File: src/rtl/fetch_unit.sv
// Instruction fetch front end: issues in-order imem requests, drops stale responses by epoch,
// and buffers {pc, inst} pairs for decode. Define FETCH_ALIGN_CHECK_EN to add misalign_o.
module fetch_unit #(
    parameter logic [31:0] RESET_PC  = 32'h0000_0000,
    parameter int          BUF_DEPTH = 2
) (
    input  logic        clk,
    input  logic        rst_n,
    input  logic        stall_from_ld_2clk_i,
    input  logic        stall_from_ld_1clk_i,
    input  logic        flush,
    input  logic [31:0] redirect_pc_i,
    output logic        imem_req_o,
    output logic [31:0] imem_addr_o,
    input  logic        imem_gnt_i,
    input  logic        imem_rvalid_i,
    input  logic [31:0] imem_rdata_i,
    output logic [31:0] pc_o,
    output logic [31:0] inst_o,
    output logic        valid_o
`ifdef FETCH_ALIGN_CHECK_EN
    ,
    output logic        misalign_o
`endif
);

    localparam int              PW       = (BUF_DEPTH > 1) ? $clog2(BUF_DEPTH) : 1;
    localparam int              CW       = $clog2(BUF_DEPTH + 1);
    localparam logic [31:0]     NOP      = 32'h0000_0013;
    localparam logic [PW-1:0]   LAST_IDX = PW'(BUF_DEPTH - 1);
    localparam logic [CW:0]     DEPTH_W  = (CW + 1)'(BUF_DEPTH);

    typedef enum logic {
        BOOT = 1'b0,
        RUN  = 1'b1
    } state_e;

    state_e          state_q, state_d;
    logic [31:0]     fpc_q, fpc_d;
    logic            epoch_q;
    logic [CW-1:0]   outstanding_q, outstanding_d;

    logic [PW-1:0]   tagWrPtr_q, tagRdPtr_q;
    logic            tagEpoch_q [BUF_DEPTH];
    logic [31:0]     tagPc_q    [BUF_DEPTH];

    logic [PW-1:0]   bufWrPtr_q, bufWrPtr_d;
    logic [PW-1:0]   bufRdPtr_q, bufRdPtr_d;
    logic [CW-1:0]   bufCnt_q, bufCnt_d;
    logic [31:0]     bufPc_q    [BUF_DEPTH];
    logic [31:0]     bufInst_q  [BUF_DEPTH];

    logic            issue;
    logic            respValid;
    logic            respKeep;
    logic            pop;
    logic            inFlightOk;
    logic [CW:0]     inFlight;
    logic [31:0]     redirectTarget;

    function automatic logic [PW-1:0] nextIdx(input logic [PW-1:0] idx);
        return (idx == LAST_IDX) ? '0 : idx + 1'b1;
    endfunction

    // Requests in flight plus buffered entries never exceed the buffer, so a response always has room.
    assign inFlight   = {1'b0, outstanding_q} + {1'b0, bufCnt_q};
    assign inFlightOk = inFlight < DEPTH_W;

    always_comb begin
        state_d    = state_q;
        imem_req_o = 1'b0;
        case (state_q)
            BOOT:    state_d = RUN;
            RUN:     imem_req_o = ~flush & inFlightOk;
            default: state_d = BOOT;
        endcase
    end

    assign imem_addr_o = fpc_q;
    assign issue       = imem_req_o & imem_gnt_i;

    // A response with nothing outstanding belongs to a request from before the last reset.
    assign respValid = imem_rvalid_i & (outstanding_q != '0);
    assign respKeep  = respValid & ~flush & (tagEpoch_q[tagRdPtr_q] == epoch_q);

    assign valid_o = (bufCnt_q != '0) & ~flush;
    assign pop     = valid_o & ~stall_from_ld_1clk_i & ~stall_from_ld_2clk_i;
    assign pc_o    = valid_o ? bufPc_q[bufRdPtr_q]   : '0;
    assign inst_o  = valid_o ? bufInst_q[bufRdPtr_q] : NOP;

`ifdef FETCH_ALIGN_CHECK_EN
    logic misalign_q;

    assign redirectTarget = redirect_pc_i & ~32'h0000_0003;
    assign misalign_o     = misalign_q;

    always_ff @(posedge clk or negedge rst_n) begin
        if (!rst_n) begin
            misalign_q <= 1'b0;
        end else begin
            misalign_q <= flush & (redirect_pc_i[1:0] != 2'b00);
        end
    end
`else
    assign redirectTarget = redirect_pc_i;
`endif

    always_comb begin
        fpc_d = fpc_q;
        if (flush) begin
            fpc_d = redirectTarget;
        end else if (issue) begin
            fpc_d = fpc_q + 32'd4;
        end
    end

    always_comb begin
        outstanding_d = outstanding_q;
        if (issue && !respValid) begin
            outstanding_d = outstanding_q + 1'b1;
        end else if (!issue && respValid) begin
            outstanding_d = outstanding_q - 1'b1;
        end
    end

    always_comb begin
        bufWrPtr_d = bufWrPtr_q;
        bufRdPtr_d = bufRdPtr_q;
        bufCnt_d   = bufCnt_q;
        if (flush) begin
            bufWrPtr_d = '0;
            bufRdPtr_d = '0;
            bufCnt_d   = '0;
        end else begin
            if (respKeep) begin
                bufWrPtr_d = nextIdx(bufWrPtr_q);
            end
            if (pop) begin
                bufRdPtr_d = nextIdx(bufRdPtr_q);
            end
            case ({respKeep, pop})
                2'b10:   bufCnt_d = bufCnt_q + 1'b1;
                2'b01:   bufCnt_d = bufCnt_q - 1'b1;
                default: bufCnt_d = bufCnt_q;
            endcase
        end
    end

    always_ff @(posedge clk or negedge rst_n) begin
        if (!rst_n) begin
            state_q       <= BOOT;
            fpc_q         <= RESET_PC;
            epoch_q       <= 1'b0;
            outstanding_q <= '0;
            tagWrPtr_q    <= '0;
            tagRdPtr_q    <= '0;
            bufWrPtr_q    <= '0;
            bufRdPtr_q    <= '0;
            bufCnt_q      <= '0;
        end else begin
            state_q       <= state_d;
            fpc_q         <= fpc_d;
            outstanding_q <= outstanding_d;
            bufWrPtr_q    <= bufWrPtr_d;
            bufRdPtr_q    <= bufRdPtr_d;
            bufCnt_q      <= bufCnt_d;
            if (flush) begin
                epoch_q <= ~epoch_q;
            end
            if (issue) begin
                tagWrPtr_q <= nextIdx(tagWrPtr_q);
            end
            if (respValid) begin
                tagRdPtr_q <= nextIdx(tagRdPtr_q);
            end
        end
    end

    // Storage arrays carry no reset; pointers and counters alone decide what is live.
    always_ff @(posedge clk) begin
        if (issue) begin
            tagEpoch_q[tagWrPtr_q] <= epoch_q;
            tagPc_q[tagWrPtr_q]    <= fpc_q;
        end
        if (respKeep) begin
            bufPc_q[bufWrPtr_q]   <= tagPc_q[tagRdPtr_q];
            bufInst_q[bufWrPtr_q] <= imem_rdata_i;
        end
    end

endmodule

File: config.mk
export PLATFORM = sky130hd
export DESIGN_NAME = fetch_unit
export DESIGN_NICKNAME = d
export VERILOG_FILES = /design/src/rtl/fetch_unit.sv
export SDC_FILE = /design/constraint.sdc
export NUM_CORES = 1
export LEC_CHECK = 0
export BUFFER_PORTS_ARGS = -buffer_cell sky130_fd_sc_hd__buf_2
export CORE_ASPECT_RATIO = 0.7
export CORE_MARGIN = 2
export CORE_UTILIZATION = 58
export CTS_BUF_LIST = sky130_fd_sc_hd__clkbuf_4 sky130_fd_sc_hd__clkbuf_8
export DETAILED_ROUTE_END_ITERATION = 10
export PLACE_DENSITY_LB_ADDON = 0.05
export REMOVE_ABC_BUFFERS = 1
export SYNTH_ARGS = -nofsm -noshare
export SYNTH_HDL_FRONTEND = slang
export SYNTH_SLANG_ARGS = --single-unit
File: constraint.sdc
create_clock -name clk -period 5.4 [get_ports clk]
set_input_delay 0.54 -clock clk [delete_from_list [all_inputs] [get_ports clk]]
set_output_delay 0.54 -clock clk [all_outputs]
set_load 0.02 [all_outputs]
==> reports/results.ini, run 1 <==
[worst_setup_path]
crit_arrival_ns=3.49
cpMaxStageDelayCell=dfrtp_2
required_ns=5.54
path_class=flop to flop
crit_path_start_kind=flop
cp_max_fo=38
slowest_delay_ns=0.90
cp_top_family=simple AND/OR/NAND/NOR gates
critical_path_buf_inv_count=1
crit_chain=mux2i_1 > xor2_1 > nand2_1 > nor2_4 > buf_4
cp-end-kind=flop

[global_route]
antenna_found_initial=0
gr-total-overflow=0
grt_max_degree=66
grt_use_total_pct=22.8
grt_pass1_wl_um=31100
grt_pass1_vias=5861

[synth]
synth_top_area_share_pct=60.8
synth_top_family_by_area=multiplexers
synth_ff_type=edfxtp_1
synth_xor_area_share_pct=1.01
syn_avg_cell_area_um2=15.0
synthesis.area_mm2=0.00958
synthAdderAreaFrac_pct=0.470
synth_edf_count=194
synth_largest_area_cell=edfxtp_1
synth_cell_type_count=50
synth_compound_area_share_pct=4.92
ys_warn_count=0
async_flop_share_pct=17.8
synth_area_leaders=edfxtp_1 61%, dfrtp_1 11%, mux2i_1 7.2%
synth-simple-area-share_pct=9.00
yosysSeqAreaShare_pct=71.8
ys_ff_latch=236
synth_mux_area_share_pct=11.2
synth_cells=637

[placed_design]
io_buffers=168
globalplace.congestion=0.821
dpl.hpwl_um=12800
place_area_mm2=0.0107

[finish]
final_common_cell=edfxtp_1
area_growth_pct=19.1
antennaDiodeCount=0
fin_nets=893
fin_area_mm2=0.0114
drive_gt1_share_pct=33.8
nFillCells=1134
layout_common_cells=194 x edfxtp_1, 168 x buf_2, 77 x nor2_1

[drt]
viasPerCell=5.59
wirelength_um=19800
first_pass_iters=5
dr.first_iter.drc_count=530
ant_nets=0
routedWlPerCell_um=18.5
vias=5997
drc=0

[floorplanning]
rows=39
ios=169
core_mm2=0.0162
start_util_pct=59.0
die-area_mm2=0.0176
die_w_um=158
die_y_um=112

[power_and_ir_drop]
ir_worst_vdd_mv=0.224
power_leakage_uw=0.00433
powerDensity_mw_per_mm2=409

[sta]
rsz0062_at_grt=false
post-route-min-period_ns=3.35
max_freq_mhz=298
setup_viol=0
hold_viol_final=0
finalCritPeriodShare_pct=62.1
tns_ns=0
worstMarginPinSlew_ns=1.22
clock_skew_ns=0.0149
slew_violations=0
slew_headroom_pct=18.8

[clock_tree]
cts_resized=0
clk_pin_slew_worst_paths_ns=0.06
hold_buffers=0
cts_setup_buffers=0
clkLatencyLatePin_ns=0.51
clkSinkCount=236
cts.path.max_buffers=3
cts_buffers=37
htreeDepth=2
cts_tree=built
cts-root-buf=clkbuf_8

[min_path]
hp-class=primary input to async pin

[run_status]
status=finished, final reports clean

[flow_run]
max_cap_violations=0

-- where the power goes --
part	switching (µW)	internal, µW
sequential	196	2250
clock	660	831
combinational	434	300
total	1290	3380
-- final cells by class --
type / count / area [µm²] / share of cell area, %
well taps: 225 / 282 / 2.47
multi-input cells: 364 / 2590 / 22.7
inverters: 6 / 22.5 / 0.197
repair buffers: 174 / 886 / 7.76
clock buffers: 58 / 704 / 6.17
clock inverters: 10 / 47.5 / 0.417
flip-flops and latches: 236 / 6880 / 60.3
-- Yosys cell counts, types with 4 or more instances --
library cell  count
buf_2             5
xnor2_1           4
nand2b_1          4
mux2i_1          69
a221o_1           7
mux2_2           34
nand2_1          37
nand4_1           8
xor2_1            7
inv_1             6
dfrtp_1          42
buf_1             8
nor2_1           80
and3_1            8
edfxtp_1        194
nand3_1          22
o21ai_0          23
o311ai_0          7
a21oi_1           7
clkbuf_1         16
-- cells by family after synthesis --
kind of cell / Yosys count
simple gates: 179
buf+inv: 37
flops: 236
other cells: 1
compound gates: 67
fa+ha+maj: 3
mux: 103
xor+xnor: 11
-- flip-flops by register name (all words and copies together) (netlist names) --
signal,count
bufCnt_q,2
bufInst_q,64
bufPc_q,64
bufRdPtr_q,1
bufWrPtr_q,1
epoch_q,1
imem_addr_o,32
outstanding_q,2
state_q,1
tagEpoch_q,2
tagPc_q,64
tagRdPtr_q,1
tagWrPtr_q,1
-- per-layer routing --
metal	wire, µm	part of all wire [%]	track usage [%]	vias up
met5	0	0	0	-
met4	204	1.0	5.76	0
met3	1170	5.9	4.83	19
met2	9180	46	35.0	200
met1	9300	47	33.9	2988
li1	-	-	-	2790
-- worst paths after layout --
| path | from | end | slack [ns] | cells past startpoint |
|---|---|---|---|---|
| worst max-delay path | tagRdPtr_q$_DFFE_PN0P_ | bufPc_q[1][19]$_DFFE_PP_ | 2.05 | 5 |
| worst min-delay path | rst_n | imem_addr_o[25]$_DFFE_PN0P_ | 0.17 | 1 |
| worst max register to register | tagRdPtr_q$_DFFE_PN0P_ | bufPc_q[1][19]$_DFFE_PP_ | 2.05 | 5 |
| worst min register to register | imem_addr_o[1]$_DFFE_PN0P_ | tagPc_q[0][1]$_DFFE_PP_ | 0.49 | 0 |
| max in group asynchronous | rst_n | bufRdPtr_q$_DFFE_PN0P_ | 4.53 | 1 |
| min in group clk | imem_rdata_i[23] | bufInst_q[1][23]$_DFFE_PP_ | 0.21 | 1 |
-- stage by stage --
step	util, %	setup WS, ns	hold WS (ns)	cells	power, µW
floorplan	-	0.570	0.244	606	2920
global placement	65.6	2.06	0.480	1005	3180
finish	70.2	2.05	0.169	1073	4670
CTS	70.2	1.95	0.192	1073	4700
detailed placement	65.6	1.97	0.475	1005	3220
global route	70.2	1.74	0.190	1073	4870
No activity file was read; power rests on OpenSTA's default activity.
==> run 2, diff against run 1 <==
--- a/config.mk
+++ b/config.mk
@@ -5,10 +5,11 @@
 export SDC_FILE = /design/constraint.sdc
 export NUM_CORES = 1
 export LEC_CHECK = 0
+export ABC_AREA = 1
 export BUFFER_PORTS_ARGS = -buffer_cell sky130_fd_sc_hd__buf_2
 export CORE_ASPECT_RATIO = 0.7
 export CORE_MARGIN = 2
-export CORE_UTILIZATION = 58
+export CORE_UTILIZATION = 59
 export CTS_BUF_LIST = sky130_fd_sc_hd__clkbuf_4 sky130_fd_sc_hd__clkbuf_8
 export DETAILED_ROUTE_END_ITERATION = 10
 export PLACE_DENSITY_LB_ADDON = 0.05
==> constraint.sdc (replaced) <==
create_clock -name clk -period 3.3 [get_ports clk]
set_input_delay 0.33 -clock clk [delete_from_list [all_inputs] [get_ports clk]]
set_output_delay 0.33 -clock clk [all_outputs]
set_load 0.02 [all_outputs]
==> run 2 against run 1 <==
Compared with the run above: synthesized area increased by 8.1%; core utilization up 1.9 points; clock skew grew 0.014 ns; worst hold slack got worse by 0.17 ns; sequential share of layout area fell by 4.7 points; total power rose by 84%; sequential cell count unchanged; cell count is 43% higher.
==> reports/results.ini, run 2 <==
[drt]
wirelength_um=23900
first_pass_iters=5
vias=7760
viasPerCell=5.06
drc=0
dr.first_iter.drc_count=586
routedWlPerCell_um=15.6
ant_nets=0

[synth]
synth_compound_area_share_pct=2.20
ys_warn_count=0
synth_top_area_share_pct=56.3
synth_ff_type=edfxtp_1
synthesis.area_mm2=0.0104
synth.most_common_cell=nand2_1
yosysSeqAreaShare_pct=66.4
synth-simple-area-share_pct=23.6
synth_cells=1077
synth_cell_type_count=29
synthAdderAreaFrac_pct=0.435
ys_ff_latch=236
syn_avg_cell_area_um2=9.61
synth_common_cells=534 x nand2_1, 194 x edfxtp_1, 110 x inv_1
async_flop_share_pct=17.8
synth_edf_count=194
synth_area_leaders=edfxtp_1 56%, nand2_1 19%, dfrtp_1 10%
synth_xor_area_share_pct=1.44
synth_top_family_by_area=simple AND/OR/NAND/NOR gates
synth_mux_area_share_pct=0
synth_largest_area_cell=edfxtp_1

[clock_tree]
htreeDepth=2
clkSinkCount=236
clkLatencyLatePin_ns=0.51
cts.path.max_buffers=3
clk_pin_slew_worst_paths_ns=0.06
cts_tree=built
cts_buffers=35
cts-root-buf=clkbuf_8

[finish]
area_growth_pct=19.5
fin_area_mm2=0.0124
final_common_cell=nand2_1
fin_util_pct=72.1
drive_gt1_share_pct=20.0
final_cells=1534
reg_top3=bufInst_q: 64 flops, bufPc_q: 64 flops, tagPc_q: 64 flops
layout_common_cells=534 x nand2_1, 194 x edfxtp_1, 168 x buf_2
nFillCells=1278
fin_nets=1350

[sta]
rsz0062_at_grt=false
post-route-min-period_ns=2.69
worstMarginPinSlew_ns=1.03
max_freq_mhz=372
setup_viol=0
slew_headroom_pct=31.1
clock_skew_ns=0.0292
finalCritPeriodShare_pct=81.5
hold_viol_final=0
slew_violations=0

[floorplanning]
ios=169
die_w_um=162
core_mm2=0.0172
start_util_pct=60.3
die-area_mm2=0.0186
die_y_um=115
rows=40

[worst_setup_path]
crit_path_start_kind=flop
crit_top_cell=nand2_1
crit_arrival_ns=2.36
slowest_delay_ns=0.52
crit_chain=inv_1 > nand2_1 > nand2_1 > inv_2 > buf_4 > nand2_1 > inv_1 > buf_2
cp_max_fo=29
critical_path_buf_inv_count=5
cpMaxStageDelayCell=inv_2
required_ns=2.97
cp_top_family=buffers and inverters
cp-end-kind=output pin
path_class=flop to output pin

[placed_design]
place_area_mm2=0.0115
dp_cells=1455
dpl.hpwl_um=15300
io_buffers=168
globalplace.congestion=0.921

[global_route]
grt_use_total_pct=26.1
gr-total-overflow=0
grt_pass1_vias=7103
antenna_found_initial=0
grt_pass1_wl_um=37300
grt_max_degree=65

[min_path]
hp-class=primary input to async pin

[power_and_ir_drop]
ir_worst_vdd_mv=0.473
powerDensity_mw_per_mm2=695
power_leakage_uw=0.00588

[flow_run]
max_cap_violations=0

[run_status]
status=finished, final reports clean

==> run 2: cells by family after synthesis <==
group                      after synthesis
DFF                                    236
xor gates and xnor gates                17
and+or+nand+nor                        629
adders and majority gates                3
buffers and inverters                  152
other                                    1
AOI/OAI and AO/OA                       39
==> run 2: final cells by class <==
cell class | instances | area (µm²) | area share, %
multi-input combinational | 689 | 2900 | 23.4
clock buffer | 56 | 683 | 5.52
timing repair buffer | 200 | 1130 | 9.14
clock inverter | 7 | 62.6 | 0.506
sequential | 236 | 6880 | 55.6
antenna | 1 | 2.50 | 0.0202
tap | 231 | 289 | 2.34
inverter | 114 | 433 | 3.50
==> run 2: final timing paths <==
check	from	endpoint	slack (ns)	cells after the start
worst min-delay path	rst_n	outstanding_q[0]$_DFFE_PN0P_	0.0002	1
max in group asynchronous	rst_n	bufRdPtr_q$_DFFE_PN0P_	2.56	1
worst max register to register	outstanding_q[0]$_DFFE_PN0P_	imem_addr_o[14]$_DFFE_PN0P_	0.81	9
worst min register to register	imem_addr_o[1]$_DFFE_PN0P_	tagPc_q[0][1]$_DFFE_PP_	0.51	0
worst max-delay path	bufCnt_q[1]$_DFFE_PN0P_	pc_o[0]	0.61	8
min in group clk	imem_rdata_i[8]	bufInst_q[0][8]$_DFFE_PP_	0.02	1
==> run 2: metrics by stage <==
stage	hold slack [ns]	TNS, ns	setup slack (ns)	total power, µW
2_1_floorplan	0.0344	-166.33	-1.30	5350
3_3_place_gp	0.504	0	0.912	6120
3_5_place_dp	0.507	0	0.856	6160
4_1_cts	0.0000319	0	0.581	8610
5_1_grt	0.000357	0	0.396	9060
6_report	0.000207	0	0.611	8590
==> run 2: worst reg2reg max path, cell delays in order, from the launching register on <==
cell	delay [ns]
dfrtp_1	0.41
nand2_1	0.08
inv_1	0.05
fa_1	0.44
nor2_2	0.18
nand4_4	0.37
nand2_2	0.33
buf_4	0.25
o21ai_0	0.10
o21bai_1	0.15
==> run 2: where the power goes <==
| part | internal (µW) | switching, µW |
|---|---|---|
| sequential | 3750 | 311 |
| clock | 1390 | 1070 |
| combinational | 621 | 1450 |
==> run 2: metal layers <==
layer,up-vias,track usage (%),wire length (µm)
met1,3625,38.7,10900
met2,298,40.6,10800
met4,0,5.90,267
met5,-,0,0
li1,3807,-,-
met3,30,5.38,1950
==> run 2: repair_timing <==
item,4_1_cts,5_1_grt
setup buffers,0,0
endpoints found under the hold margin,10,16
hold buffers,5,10
gates resized for setup,0,0
